--- config.mk ---
export PLATFORM = sky130hd
export DESIGN_NAME = set_controller
export DESIGN_NICKNAME = d
export VERILOG_FILES = /design/src/rtl/cache_pkg.sv /design/src/rtl/victim_selector.sv /design/src/rtl/set_controller.sv
export SDC_FILE = /design/constraint.sdc
export NUM_CORES = 1
export LEC_CHECK = 0
export CORE_MARGIN = 4
export CORE_UTILIZATION = 42
export CTS_BUF_LIST = sky130_fd_sc_hd__clkbuf_8
export DETAILED_ROUTE_END_ITERATION = 16
export PLACE_DENSITY = 0.9
export SYNTH_ARGS = -nofsm -noshare
export SYNTH_HDL_FRONTEND = slang
export SYNTH_SLANG_ARGS = --single-unit
--- constraint.sdc ---
create_clock -name clk -period 6.1 [get_ports clk]
set_input_delay 0.61 -clock clk [delete_from_list [all_inputs] [get_ports clk]]
set_output_delay 0.61 -clock clk [all_outputs]
set_load 0.05 [all_outputs]
--- src/rtl/cache_pkg.sv ---
// Shared constants and FSM encoding for the set controller.
// Optional feature macro: SET_CONTROLLER_WRITEBACK_EN (write-back with dirty eviction).
package cache_pkg;

    localparam int unsigned DEF_NUM_WAYS      = 4;
    localparam int unsigned DEF_COUNTER_WIDTH = 8;
    localparam int unsigned DEF_ADDRESS_WIDTH = 32;
    localparam int unsigned DEF_BLOCK_SIZE    = 32;

    typedef enum logic [2:0] {
        IDLE,
        LOOKUP,
`ifdef SET_CONTROLLER_WRITEBACK_EN
        WRITEBACK,
`endif
        FILL,
        ALLOC,
        RESPOND
    } state_t;

endpackage

--- src/rtl/victim_selector.sv ---
// Replacement choice: first invalid way, else first expired way, else oldest way (ties low).
module victim_selector
    import cache_pkg::*;
#(
    parameter  int unsigned NUM_WAYS      = DEF_NUM_WAYS,
    parameter  int unsigned COUNTER_WIDTH = DEF_COUNTER_WIDTH,
    localparam int unsigned WAY_IDX_W     = $clog2(NUM_WAYS)
) (
    input  logic [NUM_WAYS-1:0]               valid,
    input  logic [NUM_WAYS-1:0]               expired,
    input  logic [NUM_WAYS*COUNTER_WIDTH-1:0] age,
    output logic [WAY_IDX_W-1:0]              index
);

    logic                     inv_found;
    logic                     exp_found;
    logic [WAY_IDX_W-1:0]     inv_idx;
    logic [WAY_IDX_W-1:0]     exp_idx;
    logic [WAY_IDX_W-1:0]     old_idx;
    logic [COUNTER_WIDTH-1:0] old_age;

    // Scan ways once, keeping the lowest-index candidate for each priority class.
    always_comb begin
        inv_found = 1'b0;
        exp_found = 1'b0;
        inv_idx   = '0;
        exp_idx   = '0;
        old_idx   = '0;
        old_age   = age[0 +: COUNTER_WIDTH];
        for (int i = 0; i < int'(NUM_WAYS); i++) begin
            if (!valid[i] && !inv_found) begin
                inv_found = 1'b1;
                inv_idx   = WAY_IDX_W'(i);
            end
            if (expired[i] && !exp_found) begin
                exp_found = 1'b1;
                exp_idx   = WAY_IDX_W'(i);
            end
            if (age[i*COUNTER_WIDTH +: COUNTER_WIDTH] > old_age) begin
                old_age = age[i*COUNTER_WIDTH +: COUNTER_WIDTH];
                old_idx = WAY_IDX_W'(i);
            end
        end
        index = inv_found ? inv_idx : (exp_found ? exp_idx : old_idx);
    end

endmodule

--- src/rtl/set_controller.sv ---
// Single-set cache controller: lookup, victim eviction/fill and response sequencing.
// Optional feature macro: SET_CONTROLLER_WRITEBACK_EN (dirty victims written back);
// without it, misses go straight to FILL and write hits are written through.
module set_controller
    import cache_pkg::*;
#(
    parameter  int unsigned NUM_WAYS      = DEF_NUM_WAYS,
    parameter  int unsigned COUNTER_WIDTH = DEF_COUNTER_WIDTH,
    parameter  int unsigned ADDRESS_WIDTH = DEF_ADDRESS_WIDTH,
    parameter  int unsigned BLOCK_SIZE    = DEF_BLOCK_SIZE,
    localparam int unsigned OFFSET_WIDTH  = $clog2(BLOCK_SIZE),
    localparam int unsigned TAG_WIDTH     = ADDRESS_WIDTH - OFFSET_WIDTH,
    localparam int unsigned WAY_IDX_W     = $clog2(NUM_WAYS)
) (
    input  logic                              clk,
    input  logic                              rst,
    input  logic                              req_valid,
    output logic                              req_ready,
    input  logic [ADDRESS_WIDTH-1:0]          req_addr,
    input  logic                              req_write,
    input  logic [NUM_WAYS-1:0]               way_valid,
    input  logic [NUM_WAYS-1:0]               way_dirty,
    input  logic [NUM_WAYS*TAG_WIDTH-1:0]     way_tag,
    input  logic [NUM_WAYS*COUNTER_WIDTH-1:0] way_age,
    input  logic [NUM_WAYS-1:0]               way_expired,
    output logic [NUM_WAYS-1:0]               way_accessed,
    output logic [COUNTER_WIDTH-1:0]          accessed_age,
    output logic [NUM_WAYS-1:0]               way_allocate,
    output logic [NUM_WAYS-1:0]               way_wen,
    output logic [ADDRESS_WIDTH-1:0]          way_address,
    output logic                              mem_req_valid,
    output logic                              mem_req_write,
    output logic [ADDRESS_WIDTH-1:0]          mem_req_addr,
    input  logic                              mem_ack,
    output logic                              resp_valid,
    output logic                              resp_hit,
    output logic [WAY_IDX_W-1:0]              resp_way
);

    state_t                   state;
    state_t                   state_nxt;
    logic [ADDRESS_WIDTH-1:0] addr_q;
    logic                     write_q;
    logic [WAY_IDX_W-1:0]     victim_q;
    logic                     resp_hit_q;
    logic [WAY_IDX_W-1:0]     resp_way_q;

    logic                     hit;
    logic [WAY_IDX_W-1:0]     hit_idx;
    logic [WAY_IDX_W-1:0]     victim_idx;
    logic [WAY_IDX_W-1:0]     sel_idx;
    logic [COUNTER_WIDTH-1:0] sel_age;
    logic [TAG_WIDTH-1:0]     req_tag;

    assign req_tag     = addr_q[ADDRESS_WIDTH-1:OFFSET_WIDTH];
    assign way_address = addr_q;

`ifdef SET_CONTROLLER_WRITEBACK_EN
    logic [TAG_WIDTH-1:0] victim_tag;
    logic [TAG_WIDTH-1:0] victim_tag_q;

    // Tag of the chosen victim, captured so the write-back address is stable.
    always_comb begin
        victim_tag = '0;
        for (int i = 0; i < int'(NUM_WAYS); i++) begin
            if (WAY_IDX_W'(i) == victim_idx) victim_tag = way_tag[i*TAG_WIDTH +: TAG_WIDTH];
        end
    end

    // Victim tag register.
    always_ff @(posedge clk or posedge rst) begin
        if (rst)                  victim_tag_q <= '0;
        else if (state == LOOKUP) victim_tag_q <= victim_tag;
    end
`else
    logic unused_dirty;
    assign unused_dirty = ^way_dirty;
`endif

    // Tag match against the latched request; the lowest matching way wins.
    always_comb begin
        hit     = 1'b0;
        hit_idx = '0;
        for (int i = 0; i < int'(NUM_WAYS); i++) begin
            if (!hit && way_valid[i] && (way_tag[i*TAG_WIDTH +: TAG_WIDTH] == req_tag)) begin
                hit     = 1'b1;
                hit_idx = WAY_IDX_W'(i);
            end
        end
    end

    // Age of the way being touched: the hit way in LOOKUP, the victim in ALLOC.
    always_comb begin
        sel_idx = (state == ALLOC) ? victim_q : hit_idx;
        sel_age = '0;
        for (int i = 0; i < int'(NUM_WAYS); i++) begin
            if (WAY_IDX_W'(i) == sel_idx) sel_age = way_age[i*COUNTER_WIDTH +: COUNTER_WIDTH];
        end
    end

    victim_selector #(
        .NUM_WAYS      (NUM_WAYS),
        .COUNTER_WIDTH (COUNTER_WIDTH)
    ) u_victim (
        .valid   (way_valid),
        .expired (way_expired),
        .age     (way_age),
        .index   (victim_idx)
    );

    // State register.
    always_ff @(posedge clk or posedge rst) begin
        if (rst) state <= IDLE;
        else     state <= state_nxt;
    end

    // Request and lookup-result registers.
    always_ff @(posedge clk or posedge rst) begin
        if (rst) begin
            addr_q     <= '0;
            write_q    <= 1'b0;
            victim_q   <= '0;
            resp_hit_q <= 1'b0;
            resp_way_q <= '0;
        end else if (state == IDLE && req_valid) begin
            addr_q  <= req_addr;
            write_q <= req_write;
        end else if (state == LOOKUP) begin
            victim_q   <= victim_idx;
            resp_hit_q <= hit;
            resp_way_q <= hit ? hit_idx : victim_idx;
        end
    end

    // Next-state and per-state output decode.
    always_comb begin
        state_nxt     = state;
        req_ready     = 1'b0;
        way_accessed  = '0;
        accessed_age  = '0;
        way_allocate  = '0;
        way_wen       = '0;
        mem_req_valid = 1'b0;
        mem_req_write = 1'b0;
        mem_req_addr  = '0;
        resp_valid    = 1'b0;
        resp_hit      = 1'b0;
        resp_way      = '0;
        case (state)
            IDLE: begin
                req_ready = 1'b1;
                if (req_valid) state_nxt = LOOKUP;
            end
            LOOKUP: begin
                if (hit) begin
                    way_accessed = NUM_WAYS'(1) << hit_idx;
                    accessed_age = sel_age;
                    if (write_q) way_wen = NUM_WAYS'(1) << hit_idx;
`ifndef SET_CONTROLLER_WRITEBACK_EN
                    if (write_q) begin
                        mem_req_valid = 1'b1;
                        mem_req_write = 1'b1;
                        mem_req_addr  = {req_tag, OFFSET_WIDTH'(0)};
                    end
`endif
                    state_nxt = RESPOND;
                end else begin
`ifdef SET_CONTROLLER_WRITEBACK_EN
                    if (way_valid[victim_idx] && way_dirty[victim_idx]) state_nxt = WRITEBACK;
                    else                                                  state_nxt = FILL;
`else
                    state_nxt = FILL;
`endif
                end
            end
`ifdef SET_CONTROLLER_WRITEBACK_EN
            WRITEBACK: begin
                mem_req_valid = 1'b1;
                mem_req_write = 1'b1;
                mem_req_addr  = {victim_tag_q, OFFSET_WIDTH'(0)};
                if (mem_ack) state_nxt = FILL;
            end
`endif
            FILL: begin
                mem_req_valid = 1'b1;
                mem_req_addr  = {req_tag, OFFSET_WIDTH'(0)};
                if (mem_ack) state_nxt = ALLOC;
            end
            ALLOC: begin
                way_allocate = NUM_WAYS'(1) << victim_q;
                way_accessed = NUM_WAYS'(1) << victim_q;
                if (write_q) way_wen = NUM_WAYS'(1) << victim_q;
                accessed_age = sel_age;
                state_nxt    = RESPOND;
            end
            RESPOND: begin
                resp_valid = 1'b1;
                resp_hit   = resp_hit_q;
                resp_way   = resp_way_q;
                state_nxt  = IDLE;
            end
            default: state_nxt = IDLE;
        endcase
    end

endmodule

==> reports/qor.yml, run 1 <==
yosys:
  syn_avg_cell_area_um2: 9.094
  syn_area_um2: 4538
  synth.area.top_cells: "dfrtp_1, xnor2_1, mux2_2"
  synth-adder-area-share_pct: 6.617
  synthMuxAreaShare_pct: 13.92
  synth_common_cells: "xnor2_1, xor2_1, dfrtp_1, mux2_2, and2_1"
  synth_top_family_by_area: "XOR/XNOR gates"
  ys.flop_type: "dfrtp_1"
  synth_xor_area_share_pct: 20.84
  yosys_warnings: 0
  synth-seq-area-share_pct: 22.61
  synth_compound_area_share_pct: 8.657
  synth-edff-count: 0
  yosysUniqueCellTypes: 47
  yosys.area.top_type_share_pct: 22.61
  postSynthCellCount: 499
  synth.ff_latch_count: 41
  yosysTopAreaCell: "dfrtp_1"
  async_flop_share_pct: 100.0
  synthSimpleGateAreaFrac_pct: 19.00
  post-synth-top-count-cell: "xnor2_1"
global_route:
  grt_pass1_vias: 5240
  grt.overflow.total: 0
  grt_max_degree: 42
  grt_pass1_wl_um: 27740
  antenna_found_initial: 0
  grt_usage_pct: 28.27
timing:
  slew-limit-headroom_pct: 47.31
  fmax_mhz: 177.2
  skew_ps: 7.600
  grt_setup_unrepaired: "false"
  tightest_slew_ps: 790.3
  final.period_utilization_pct: 92.50
  drv_slew: 0
  hold_viol: 0
  setup-violations-final: 0
  finalCriticalPeriod_ps: 5642
hold_path:
  hold_depth: 2
  hp-class: "flop to flop"
floorplan:
  die_y_um: 111.9
  start_util_pct: 43.57
  die_area_um2: 12530
  ios: 280
  std_cell_rows: 37
  die_w_um: 111.9
  core_um2: 10420
setup_path:
  crit_fanout: 16
  worstPathRequired_ps: 6290
  cp-start-kind: "primary input"
  r2r_cells: 8
  critPathKind: "primary input to flop"
  reg2reg_slack_ps: 3660
  arrival_ps: 5840
  cp-end-kind: "flop"
clocking:
  htreeDepth: 2
  clk_pin_slew_worst_paths_ps: 90
  clock_latency_ps: 300
  root_buffer: "clkbuf_8"
  cts_sinks: 41
  cts_setup_buffers: 0
  cts_buffers: 5
  cts_tree: "done"
  cts_buffer_depth: 2
layout:
  fin_util_pct: 69.95
  antenna_cells: 0
  synthToLayoutAreaGrowth_pct: 60.55
  fin_nets: 955
  layout-drive-gt1-share_pct: 8.479
route:
  dr_total_vias: 4758
  vias_per_cell: 5.413
  ant_nets: 0
  wl_per_cell_um: 20.96
  drt_iter0_markers: 237
  route.detailed.drc: 0
  wirelength_um: 18430
  first_pass_iters: 4
power_and_ir_drop:
  power_leakage_nw: 3.015
  pwr_density_cell_nw_per_um2: 440.8
  peakVddDrop_v: 0.0006085
  power_mw: 3.212
placement:
  detailed_place_hpwl_um: 15540
  io_buffer_count: 270
  gp_congestion: 0.8652
outcome:
  status: "completed"
flow_run:
  drv_cap: 0
[final timing paths]
check | to | from
min in group asynchronous | way_address[1] | rst
setup reg to reg | resp_way_q[0] | way_address[11]
hold reg to reg | resp_hit_q | resp_hit_q
setup / recovery | resp_way_q[1] | way_age[1]
max in group asynchronous | way_address[9] | rst
hold / removal | resp_hit_q | resp_hit_q
[state kept, by name, indices dropped and copies added, names as in the netlist]
| signal | cells |
|---|---|
| way_address | 32 |
| state | 3 |
| resp_way_q | 2 |
| victim_q | 2 |
| resp_hit_q | 1 |
| write_q | 1 |
[per-layer routing]
metal  up-vias  global-route usage, %  routed length [um]
met1      2267                  29.88                6697
li1       2209                      -                   -
met5         -                      0                   0
met3        47                  7.228                1440
met2       235                  53.28                9593
met4         0                  11.06                 694
[kinds of logic (layout without fill, tap and decap cells)]
logic type / count (synthesis) / after routing
buf+inv: 65 / 305
fa+ha+maj: 24 / 24
other cells: 1 / 5
mux: 58 / 58
simple gates: 144 / 144
flops: 41 / 41
xor+xnor: 108 / 108
compound gates: 58 / 58
[report_power, final]
group	internal [mW]	switching [mW]
Sequential	0.401	0.359
Combinational	0.924	1.30
Clock	0.123	0.105
Total	1.45	1.76
[final cells by class]
class / count / area, um^2
Timing Repair Buffer: 274 / 2733
Tap cell: 136 / 170.2
Multi-Input combinational cell: 397 / 3156
Fill cell: 779 / 3131
Sequential cell: 41 / 1026
Clock inverter: 3 / 46.29
Clock buffer: 5 / 68.82
Inverter: 23 / 86.33
[worst max-delay path, stage by stage]
cell and delay (ps):
clkdlybuf4s50_1 480, inv_1 60, ha_1 280, nor2b_1 130
o21a_1 110, o21a_1 100, o21bai_1 70, a21oi_2 520
mux2_2 430, ha_1 190, nor2b_1 110, o21a_1 110
o21a_1 110, o21bai_1 60, a21oi_1 440, buf_4 250
mux2_2 340, ha_1 300, a21oi_1 150, nor2b_1 60
o21ai_0 170, nand2b_1 90, o22ai_1 160, nand4bb_1 160
a21o_1 190, a22o_1 190
[placed cells by master (no fill, tap or decap), drive strengths merged, types with 2 or more instances in the layout]
master,count
clkdlybuf4s50,270
xnor2,60
xor2,48
mux2,41
dfrtp,41
and2,34
nand4,30
ha,24
inv,22
a21oi,19
nor4,18
mux2i,17
nor2,16
nand2,15
o22ai,9
o21ai,8
nor2b,7
a21o,6
o21a,5
conb,5
clkbuf,5
nand2b,4
and3,4
o21bai,4
nor3b,4
buf,4
nor3,3
nand3,3
o211ai,2
nor4b,2
o211a,2
clkinv,2
[per-stage QoR]
step / setup TNS (ps) / hold slack [ps] / instances / instance area, um^2 / setup slack (ps)
after global routing: 0 / 537.4 / 879 / 7286 / 101.0
after floorplan: 0 / 441.8 / 503 / 4553 / 1069
after global placement: 0 / 464.1 / 871 / 7167 / 23.99
after detailed placement: -308.7 / 472.1 / 871 / 7167 / -119.2
after CTS: 0 / 492.4 / 879 / 7282 / 206.2
final: 0 / 481.6 / 879 / 7286 / 457.6
[timing repair]
action | 4_1_cts | 5_1_grt
setup endpoints to repair | 0 | 4
gates resized for setup | 0 | 1
hold buffers | 0 | 0
No activity file was read; power rests on OpenSTA's default activity.
==> inputs of run 2 (changes only) <==
Settings changed: CAP_MARGIN set to 10.
==> results of run 2 <==
The final DEF is identical to that of run 1; final timing and power are the same.
